--- config.mk ---
export PLATFORM = sky130hd
export DESIGN_NAME = bfp_to_fp16_packer
export DESIGN_NICKNAME = d
export VERILOG_FILES = /design/src/rtl/bfp_to_fp16_packer.sv
export SDC_FILE = /design/constraint.sdc
export NUM_CORES = 1
export LEC_CHECK = 0
export ABC_AREA = 1
export ABC_CLOCK_PERIOD_IN_PS = 6650
export CORE_ASPECT_RATIO = 0.75
export CORE_MARGIN = 2
export CORE_UTILIZATION = 30
export DETAILED_ROUTE_END_ITERATION = 10
export HOLD_SLACK_MARGIN = 0.1
export PLACE_DENSITY_LB_ADDON = 0.1
export SETUP_SLACK_MARGIN = 0.4
export SLEW_MARGIN = 20
export SYNTH_ARGS = -nofsm -noshare
export SYNTH_HDL_FRONTEND = slang
export SYNTH_SLANG_ARGS = --single-unit
--- constraint.sdc ---
create_clock -name clk -period 6.65 [get_ports clk]
set_clock_uncertainty 0.1 [all_clocks]
set_input_delay 1.995 -clock clk [delete_from_list [all_inputs] [get_ports clk]]
set_output_delay 1.995 -clock clk [all_outputs]
set_load 0.02 [all_outputs]
--- src/rtl/bfp_to_fp16_packer.sv ---
// Block-floating-point accumulator to IEEE-754 half-precision packer.
// Iterative normalise / round-to-nearest-even / pack with valid/ready on both sides.
module bfp_to_fp16_packer #(
  parameter int unsigned EXP_SIZE   = 5,
  parameter int unsigned MANT_SIZE  = 10,
  parameter int unsigned DATA_WIDTH = 16,
  parameter int unsigned BIAS       = 15
) (
  input  logic                     clk,
  input  logic                     rst,
  input  logic                     in_valid,
  output logic                     in_ready,
  input  logic [2*MANT_SIZE:0]     in_sum,
  input  logic [EXP_SIZE:0]        in_exp,
  output logic                     out_valid,
  input  logic                     out_ready,
  output logic [DATA_WIDTH-1:0]    out_data,
  output logic                     out_ovf,
  output logic                     out_unf
);

  localparam int unsigned SUM_W = 2 * MANT_SIZE + 1;
  localparam int unsigned CNT_W = $clog2(SUM_W);
  localparam int unsigned E_W   = 8;
  localparam logic signed [E_W-1:0] E_MAX  = E_W'((1 << EXP_SIZE) - 1);
  localparam logic signed [E_W-1:0] E_ZERO = '0;

  typedef enum logic [2:0] {S_IDLE, S_ABS, S_NORM, S_RND, S_OUT} state_t;

  state_t                  r_state;
  state_t                  w_next;
  logic [SUM_W-1:0]        r_sum;
  logic [EXP_SIZE:0]       r_exp;
  logic [SUM_W-1:0]        r_mag;
  logic [CNT_W-1:0]        r_shcnt;
  logic                    r_sign;

  logic [SUM_W-1:0]        w_abs;
  logic signed [E_W-1:0]   w_e_raw;
  logic signed [E_W-1:0]   w_e_fin;
  logic [MANT_SIZE-1:0]    w_m;
  logic [MANT_SIZE:0]      w_m_inc;
  logic                    w_guard;
  logic                    w_sticky;
  logic                    w_ovf;
  logic                    w_unf;
  logic [DATA_WIDTH-1:0]   w_word;

  // Magnitude of the captured sum; the most negative value maps onto 2^20 unchanged.
  assign w_abs = r_sum[SUM_W-1] ? (~r_sum + SUM_W'(1)) : r_sum;

  // Rounding datapath, evaluated against the normalised magnitude in RND.
  assign w_e_raw  = E_W'(r_exp) + E_W'(2) - E_W'(BIAS) - E_W'(r_shcnt);
  assign w_m      = r_mag[SUM_W-2 -: MANT_SIZE];
  assign w_guard  = r_mag[SUM_W-2-MANT_SIZE];
  assign w_sticky = |r_mag[SUM_W-3-MANT_SIZE:0];
  assign w_m_inc  = {1'b0, w_m} + (MANT_SIZE+1)'(w_guard & (w_sticky | w_m[0]));
  assign w_e_fin  = w_e_raw + E_W'(w_m_inc[MANT_SIZE]);
  assign w_ovf    = (w_e_fin >= E_MAX);
  assign w_unf    = (w_e_fin <= E_ZERO);

  always_comb begin
    w_word = {r_sign, w_e_fin[EXP_SIZE-1:0], w_m_inc[MANT_SIZE-1:0]};
    if (w_ovf)
      w_word = {r_sign, {EXP_SIZE{1'b1}}, MANT_SIZE'(0)};
    else if (w_unf)
      w_word = {r_sign, (DATA_WIDTH-1)'(0)};
  end

  // State register
  always_ff @(posedge clk or negedge rst) begin
    if (!rst) r_state <= S_IDLE;
    else      r_state <= w_next;
  end

  // Next-state decode
  always_comb begin
    w_next = r_state;
    case (r_state)
      S_IDLE: if (in_valid) w_next = S_ABS;
      S_ABS:  w_next = (w_abs == '0) ? S_OUT : S_NORM;
      S_NORM: if (r_mag[SUM_W-1]) w_next = S_RND;
      S_RND:  w_next = S_OUT;
      S_OUT:  if (out_ready) w_next = S_IDLE;
      default: w_next = S_IDLE;
    endcase
  end

  // Output decode
  always_comb begin
    in_ready = (r_state == S_IDLE);
  end

  // Datapath and registered result
  always_ff @(posedge clk or negedge rst) begin
    if (!rst) begin
      r_sum     <= '0;
      r_exp     <= '0;
      r_mag     <= '0;
      r_shcnt   <= '0;
      r_sign    <= 1'b0;
      out_valid <= 1'b0;
      out_data  <= '0;
      out_ovf   <= 1'b0;
      out_unf   <= 1'b0;
    end else begin
      case (r_state)
        S_IDLE: begin
          if (in_valid) begin
            r_sum <= in_sum;
            r_exp <= in_exp;
          end
        end
        S_ABS: begin
          r_sign  <= r_sum[SUM_W-1];
          r_mag   <= w_abs;
          r_shcnt <= '0;
          if (w_abs == '0) begin
            out_data  <= '0;
            out_ovf   <= 1'b0;
            out_unf   <= 1'b0;
            out_valid <= 1'b1;
          end
        end
        S_NORM: begin
          if (!r_mag[SUM_W-1]) begin
            r_mag   <= {r_mag[SUM_W-2:0], 1'b0};
            r_shcnt <= r_shcnt + CNT_W'(1);
          end
        end
        S_RND: begin
          out_data  <= w_word;
          out_ovf   <= w_ovf;
          out_unf   <= w_unf & ~w_ovf;
          out_valid <= 1'b1;
        end
        S_OUT: begin
          if (out_ready) out_valid <= 1'b0;
        end
        default: ;
      endcase
    end
  end

endmodule

* Yosys cells after proc, flatten, opt, wreduce, memory -nomap -nowiden
Cells that the tools add are included.
** Word-level totals
- Flip-flop bits (word level) :: 76
- Bits of input ports :: 31
- Word-level logic and storage cells :: 65
** Operators by class
- Add/sub/neg operators :: 7
- Magnitude comparators :: 2
- Eq/ne operators :: 9
- Mux-type cells :: 20
- Bitwise logic cells :: 5
- Reduce and logical (&&, ||, !) cells :: 11
** Operators with widths (number)
- 21-bit 2-to-1 mux :: 2
- 21-bit one-hot mux with 2 select lines :: 1
- 16-bit one-hot mux with 2 select lines :: 1
- 15-bit 2-to-1 mux :: 2
- 21-bit by 1-bit adder with 21-bit output, second input constant :: 1
- 21-bit logical NOT :: 1
- 21-bit NOT :: 1
- 16-bit 2-to-1 mux :: 1
- 3-bit one-hot mux with 5 select lines :: 1
- 3-bit 2-to-1 mux :: 4
- 10-bit by 1-bit adder with 11-bit output :: 1
- 2-bit != test, second input constant :: 5
- 5-bit one-hot mux with 2 select lines :: 1
- 9-bit OR reduction :: 1
- 8-bit by 1-bit adder with 8-bit output :: 1
- 8-bit by 6-bit greater-or-equal comparator with 1-bit output, second input constant :: 1
- 8-bit by 1-bit <= comparator with 1-bit output, second input constant :: 1
- 7-bit by 4-bit subtractor with 8-bit output, second input constant :: 1
- 8-bit by 5-bit subtractor with 8-bit output :: 1
- 6-bit by 2-bit adder with 7-bit output, second input constant :: 1
- 3-bit by 2-bit == test with 1-bit output, second input constant :: 2
- 2-bit AND reduction :: 3
- 3-bit AND reduction :: 2
- 5-bit by 1-bit adder with 5-bit output, second input constant :: 1
- 12 further kinds :: 17

* Logic depth before layout (Yosys ltp)
- Depth in word-level cells :: 9
- Depth in mapped cells :: 23
- Mapped depth without buffers :: 23

* Worst setup path before layout
No wires, ideal clock.
- Path type :: reg-to-reg
- Start :: reg r_mag[10]
- End :: reg out_data[10]
- Data arrival time :: 3.015 ns
- Path slack :: 3.417 ns
- Stages on the path, launching flop included :: 19
- Path buffers :: 0
- Clock period less this slack :: 3.233 ns
- Path through :: dfrtp_1 > nand2_1 > inv_1 > ha_1 > nand3_1 > nor2_1 > nand4_1 > nor2_1 > nand2_1 > fa_1 > inv_1 > ha_1 > fa_1 > nor4_1 > nand2_1 > o21ai_2 > nor3_1 > a21oi_1 > nand2_1
** On the way
- Longest elaborated chain between the ends :: 8
** RTL lines
- start, declared :: line 34 : logic [SUM_W-1:0] r_mag;
- start signal, assigned :: line 116 : r_mag <= w_abs;
- start signal, assigned :: line 127 : r_mag <= {r_mag[SUM_W-2:0], 1'b0};
- 1-bit bitwise OR :: line 57 : assign w_m_inc = {1'b0, w_m} + (MANT_SIZE+1)'(w_guard & (w_sticky | w_m[0]));
- 1-bit AND :: line 57
- 10-bit by 1-bit adder with 11-bit output (*) :: line 57
- 8-bit by 1-bit adder with 8-bit output (*) :: line 58 : assign w_e_fin = w_e_raw + E_W'(w_m_inc[MANT_SIZE]);
- 8-bit by 1-bit <= comparator with 1-bit output :: line 60 : assign w_unf = (w_e_fin <= E_ZERO);
- 15-bit 2-to-1 mux :: line 66 : else if (w_unf)
- 15-bit 2-to-1 mux (*) :: line 64 : if (w_ovf)
- 16-bit one-hot mux with 2 select lines (*) :: line 107 : case (r_state)
- end signal, assigned :: line 132 : out_data <= w_word;
- end, declared :: line 17 : output logic [DATA_WIDTH-1:0] out_data,
Every way passes the cells marked *; elsewhere a longest branch is shown, timed or not.
A chain may end at the register's enable or synchronous reset.

* Worst setup path in the final report
- Start :: reg r_state[1]
- End :: out in_ready
** On the way
- Longest elaborated chain between the ends :: 1
** RTL lines
- start, declared :: line 30 : state_t r_state;
- start signal, assigned :: line 73 : else r_state <= w_next;
- 3-bit logical NOT :: line 91 : in_ready = (r_state == S_IDLE);
- end, declared :: line 12 : output logic in_ready,
Every way passes these cells.

==> flow_summary.yaml <==
run_status:
  status: "finished, final reports clean"
placement:
  place.detailed.instances: 796
  post_dp_cell_area_mm2: 0.00514
  dp_hpwl_um: 8080
  place.port_buffers: 50
  place_congestion: 0.830
logic_synthesis:
  synthesis.instances: 562
  biggest_area_consumer_among_synthesized_cells: "sky130_fd_sc_hd__dfrtp_1"
  yosys_register_bits: 76
  synth_cell_types: 40
  post_synth_instance_area_mm2: 0.00449
  portion_of_the_post_synthesis_area_used_by_sequential_elements_pct: 42.3
  post_synth_arst_share_pct: 100
  synth_enable_flop_cells: 0
  synth.net_count: 607
  yosysTopAreaCellShare_pct: 42.3
  syn_avg_cell_area_um2: 7.99
  synthMostInstantiatedCell: "sky130_fd_sc_hd__nand2_1"
  ys.flop_type: "sky130_fd_sc_hd__dfrtp_1"
  synth_top_cells_by_count: "sky130_fd_sc_hd__nand2_1, sky130_fd_sc_hd__dfrtp_1, sky130_fd_sc_hd__inv_1"
  synth-warning-count: 0
  synth_top_cells_by_area: "sky130_fd_sc_hd__dfrtp_1, sky130_fd_sc_hd__nand2_1, sky130_fd_sc_hd__inv_1"
pwr:
  power_frac_seq_pct: 31.6
  p_sw_w: 0.00125
  p_comb_share_pct: 49.5
  switching_share_pct: 45.3
  leakage_nw: 2.55
  power_density_of_the_placed_cells_mw_per_mm2: 505
  power_report.internal_total_w: 0.00151
  irDropWorstVdd_mv: 0.178
  power.total_w: 0.00275
  clkPwrFrac_pct: 18.9
drt:
  post_drt_wl_per_cell_um: 13.6
  remaining_number_of_nets_flagged_by_the_antenna_check_after_routing: 0
  vias: 3783
  initial_drc_count: 212
  drt_wl_total_um: 11000
  viasPerCell: 4.66
  drt_first_pass_iters: 4
  drc: 0
setup_path:
  timing.reg2reg.worst_path_depth: 21
  r2r_slack_ps: 2910
  arrival_ps: 1720
  worst_r2r_endpoint: "out_data[4]"
  path_cells: "nor2_1, nand2_1, inv_1, clkdlybuf4s50_1"
  critPathKind: "reg -> out"
  timing.rr.start: "r_mag[10]"
  crit_path_max_incr_delay_ps: 610
  cp.buffers_inverters: 2
  cp_data_required_time_ps: 4550
  timing.critical_path.fanout_max: 4
  worst_path_dominant_cell_family: "buffers and inverters"
  crit_path_end_kind: "output port"
  startpoint_type: "flip-flop"
  crit_slowest_cell: "sky130_fd_sc_hd__clkdlybuf4s50_1"
floorplan:
  core_area_mm2: 0.0145
  die-height_um: 110
  start_util_pct: 30.9
  design.portCount: 51
  dieWidth_um: 145
  die_area_mm2: 0.0160
  floorplan.rows: 38
clock_network:
  cts_sinks: 76
  ctsRootBufferMaster: "sky130_fd_sc_hd__clkbuf_16"
  path_clk_slew_ps: 60
  post-cts-setup-buffer-count: 0
  cts_buffer_depth: 2
  htree_num_levels: 3
  clkLatencyLatePin_ps: 340
  holdBufCountCts: 0
  tritoncts.num_buffers: 9
  ctsResizeCount: 0
  tritoncts_clock_tree: "done"
sta:
  finalCritPeriodShare_pct: 57.4
  rsz0062_at_grt: "false"
  tightestPinTransition_ps: 1090
  timing.final.hold_violations: 0
  whs_ps: 405
  highest_clock_rate_ghz: 0.262
  slew_viol_final: 0
  finalSetupViolations: 0
  tmin_final_ps: 3820
  worst_slew_margin_rel_pct: 27.3
  tns_ps: 0
layout:
  area.growth.synth_to_final_pct: 21.4
  non_filler_cell_area_final_mm2: 0.00545
  num_antenna_cells: 0
  finalNetCount: 652
  final_layout_size_suffix_gt1_share_pct: 14.2
  finish.cell_count_without_fillers: 811
grt:
  grt_start_max_net_pins: 77
  globalRouteOverflowTotal: 0
  initial_antenna_violation_count: 0
  grt_util_all_layers_pct: 14.8
  grt_pass1_wl_um: 18800
  grt_pass1_vias: 3715
hold_path:
  hold-path-endpoint: "out_valid"
  hold-path-cell-count: 2
  hp-start: "out_valid"
  holdCritPathClass: "reg -> reg"
job:
  drv.max_cap_violation_count: 0
==> cell type report <==
| type | instances | area, um^2 |
|---|---|---|
| Clock inverter | 5 | 77.6 |
| Tap cell | 200 | 250 |
| Sequential cell | 76 | 1900 |
| Timing Repair Buffer | 50 | 502 |
| Fill cell | 1572 | 9090 |
| Multi-Input combinational cell | 399 | 2230 |
| Inverter | 71 | 267 |
| Clock buffer | 10 | 229 |
==> placed cells by master (no fill, tap or decap), types with 2 or more instances in the layout <==
cell / n
sky130_fd_sc_hd__clkbuf_16: 9
sky130_fd_sc_hd__ha_1: 12
sky130_fd_sc_hd__nor2_2: 12
sky130_fd_sc_hd__o221ai_1: 16
sky130_fd_sc_hd__fa_1: 2
sky130_fd_sc_hd__nand3_1: 38
sky130_fd_sc_hd__mux2_2: 3
sky130_fd_sc_hd__nor2_4: 5
sky130_fd_sc_hd__nand2_2: 10
sky130_fd_sc_hd__nand3_2: 21
sky130_fd_sc_hd__nand2_1: 141
sky130_fd_sc_hd__clkdlybuf4s50_1: 49
sky130_fd_sc_hd__clkinv_2: 2
sky130_fd_sc_hd__o22ai_1: 2
sky130_fd_sc_hd__nor3_1: 6
sky130_fd_sc_hd__o21ai_1: 6
sky130_fd_sc_hd__bufinv_16: 2
sky130_fd_sc_hd__dfrtp_1: 76
sky130_fd_sc_hd__a21oi_1: 32
sky130_fd_sc_hd__nand4_1: 4
sky130_fd_sc_hd__inv_2: 12
sky130_fd_sc_hd__inv_1: 58
sky130_fd_sc_hd__o21ai_0: 10
sky130_fd_sc_hd__nor2_1: 51
sky130_fd_sc_hd__nand3b_1: 2
sky130_fd_sc_hd__or2_1: 2
sky130_fd_sc_hd__o211ai_1: 3
sky130_fd_sc_hd__xor2_1: 4
sky130_fd_sc_hd__o21ai_2: 4
sky130_fd_sc_hd__nor4_1: 5
==> metrics by stage <==
step | utilization (%) | setup WS [ps]
2_1_floorplan | - | 3420
3_3_place_gp | 35.4 | 2790
3_5_place_dp | 35.4 | 2770
4_1_cts | 37.5 | 2800
5_1_grt | 37.5 | 2400
6_report | 37.5 | 2830
==> power by group through the flow <==
| stage | combinational (W) | sequential, W | clock [W] |
|---|---|---|---|
| floorplan | 0.000986 | 0.000871 | 0 |
| global placement | 0.00137 | 0.000875 | 0 |
| detailed placement | 0.00138 | 0.000878 | 0 |
| CTS | 0.00138 | 0.000872 | 0.000537 |
| global route | 0.00156 | 0.000902 | 0.000556 |
| finish | 0.00136 | 0.000870 | 0.000521 |
==> flip-flops by register name (all words and copies together) (netlist names) <==
name       flops
r_mag         21
r_shcnt        5
out_ovf        1
r_exp          6
r_sum         21
r_state        3
out_unf        1
out_data      16
r_sign         1
out_valid      1
==> worst reg2reg max path, stage by stage (launching register included) <==
cell and delay (ps):
sky130_fd_sc_hd__dfrtp_1 360, sky130_fd_sc_hd__nand2_1 60, sky130_fd_sc_hd__inv_1 140, sky130_fd_sc_hd__ha_1 210, sky130_fd_sc_hd__nand3_1 90, sky130_fd_sc_hd__nor2_1 170
sky130_fd_sc_hd__nand4_1 150, sky130_fd_sc_hd__nor2_1 140, sky130_fd_sc_hd__nand2_1 100, sky130_fd_sc_hd__fa_1 360, sky130_fd_sc_hd__inv_1 60, sky130_fd_sc_hd__ha_1 170
sky130_fd_sc_hd__fa_1 220, sky130_fd_sc_hd__nand3_1 90, sky130_fd_sc_hd__nand2_1 80, sky130_fd_sc_hd__xor2_1 180, sky130_fd_sc_hd__o21ai_2 120, sky130_fd_sc_hd__nor2_2 160
sky130_fd_sc_hd__nor2_2 80, sky130_fd_sc_hd__nor3_4 390, sky130_fd_sc_hd__nand3_1 150, sky130_fd_sc_hd__nand2_1 100
==> cell families after synthesis <==
| family | Yosys count | share of synthesized area (%) |
|---|---|---|
| buffers and inverters | 87 | 8.13 |
| XOR/XNOR | 5 | 1.14 |
| adder cells (fa/ha/maj) | 14 | 4.23 |
| flip-flops | 76 | 42.3 |
| AND/OR/NAND/NOR | 302 | 33.0 |
| multiplexers | 3 | 0.752 |
| AO/OA/AOI/OAI | 75 | 10.4 |
==> routing by layer <==
| metal | part of all wire (%) | track usage [%] | up-vias |
|---|---|---|---|
| met4 | 1.1 | 4.69 | 0 |
| met5 | 0 | 0 | - |
| met3 | 3.9 | 3.46 | 10 |
| met2 | 43 | 23.1 | 69 |
| met1 | 52 | 20.5 | 1775 |
| li1 | - | - | 1929 |
==> how the worst max path moves through the flow <==
stage	cells after the start	from	slack, ps	endpoint
finish	4	r_state[1]	2830	in_ready
global route	21	r_mag[10]	2400	out_data[4]
CTS	4	r_state[1]	2800	in_ready
detailed placement	3	in_valid	2770	r_exp[1]
global placement	3	in_valid	2790	r_exp[3]
floorplan	18	r_mag[10]	3420	out_data[10]
Power figures use the tool's default switching activity.
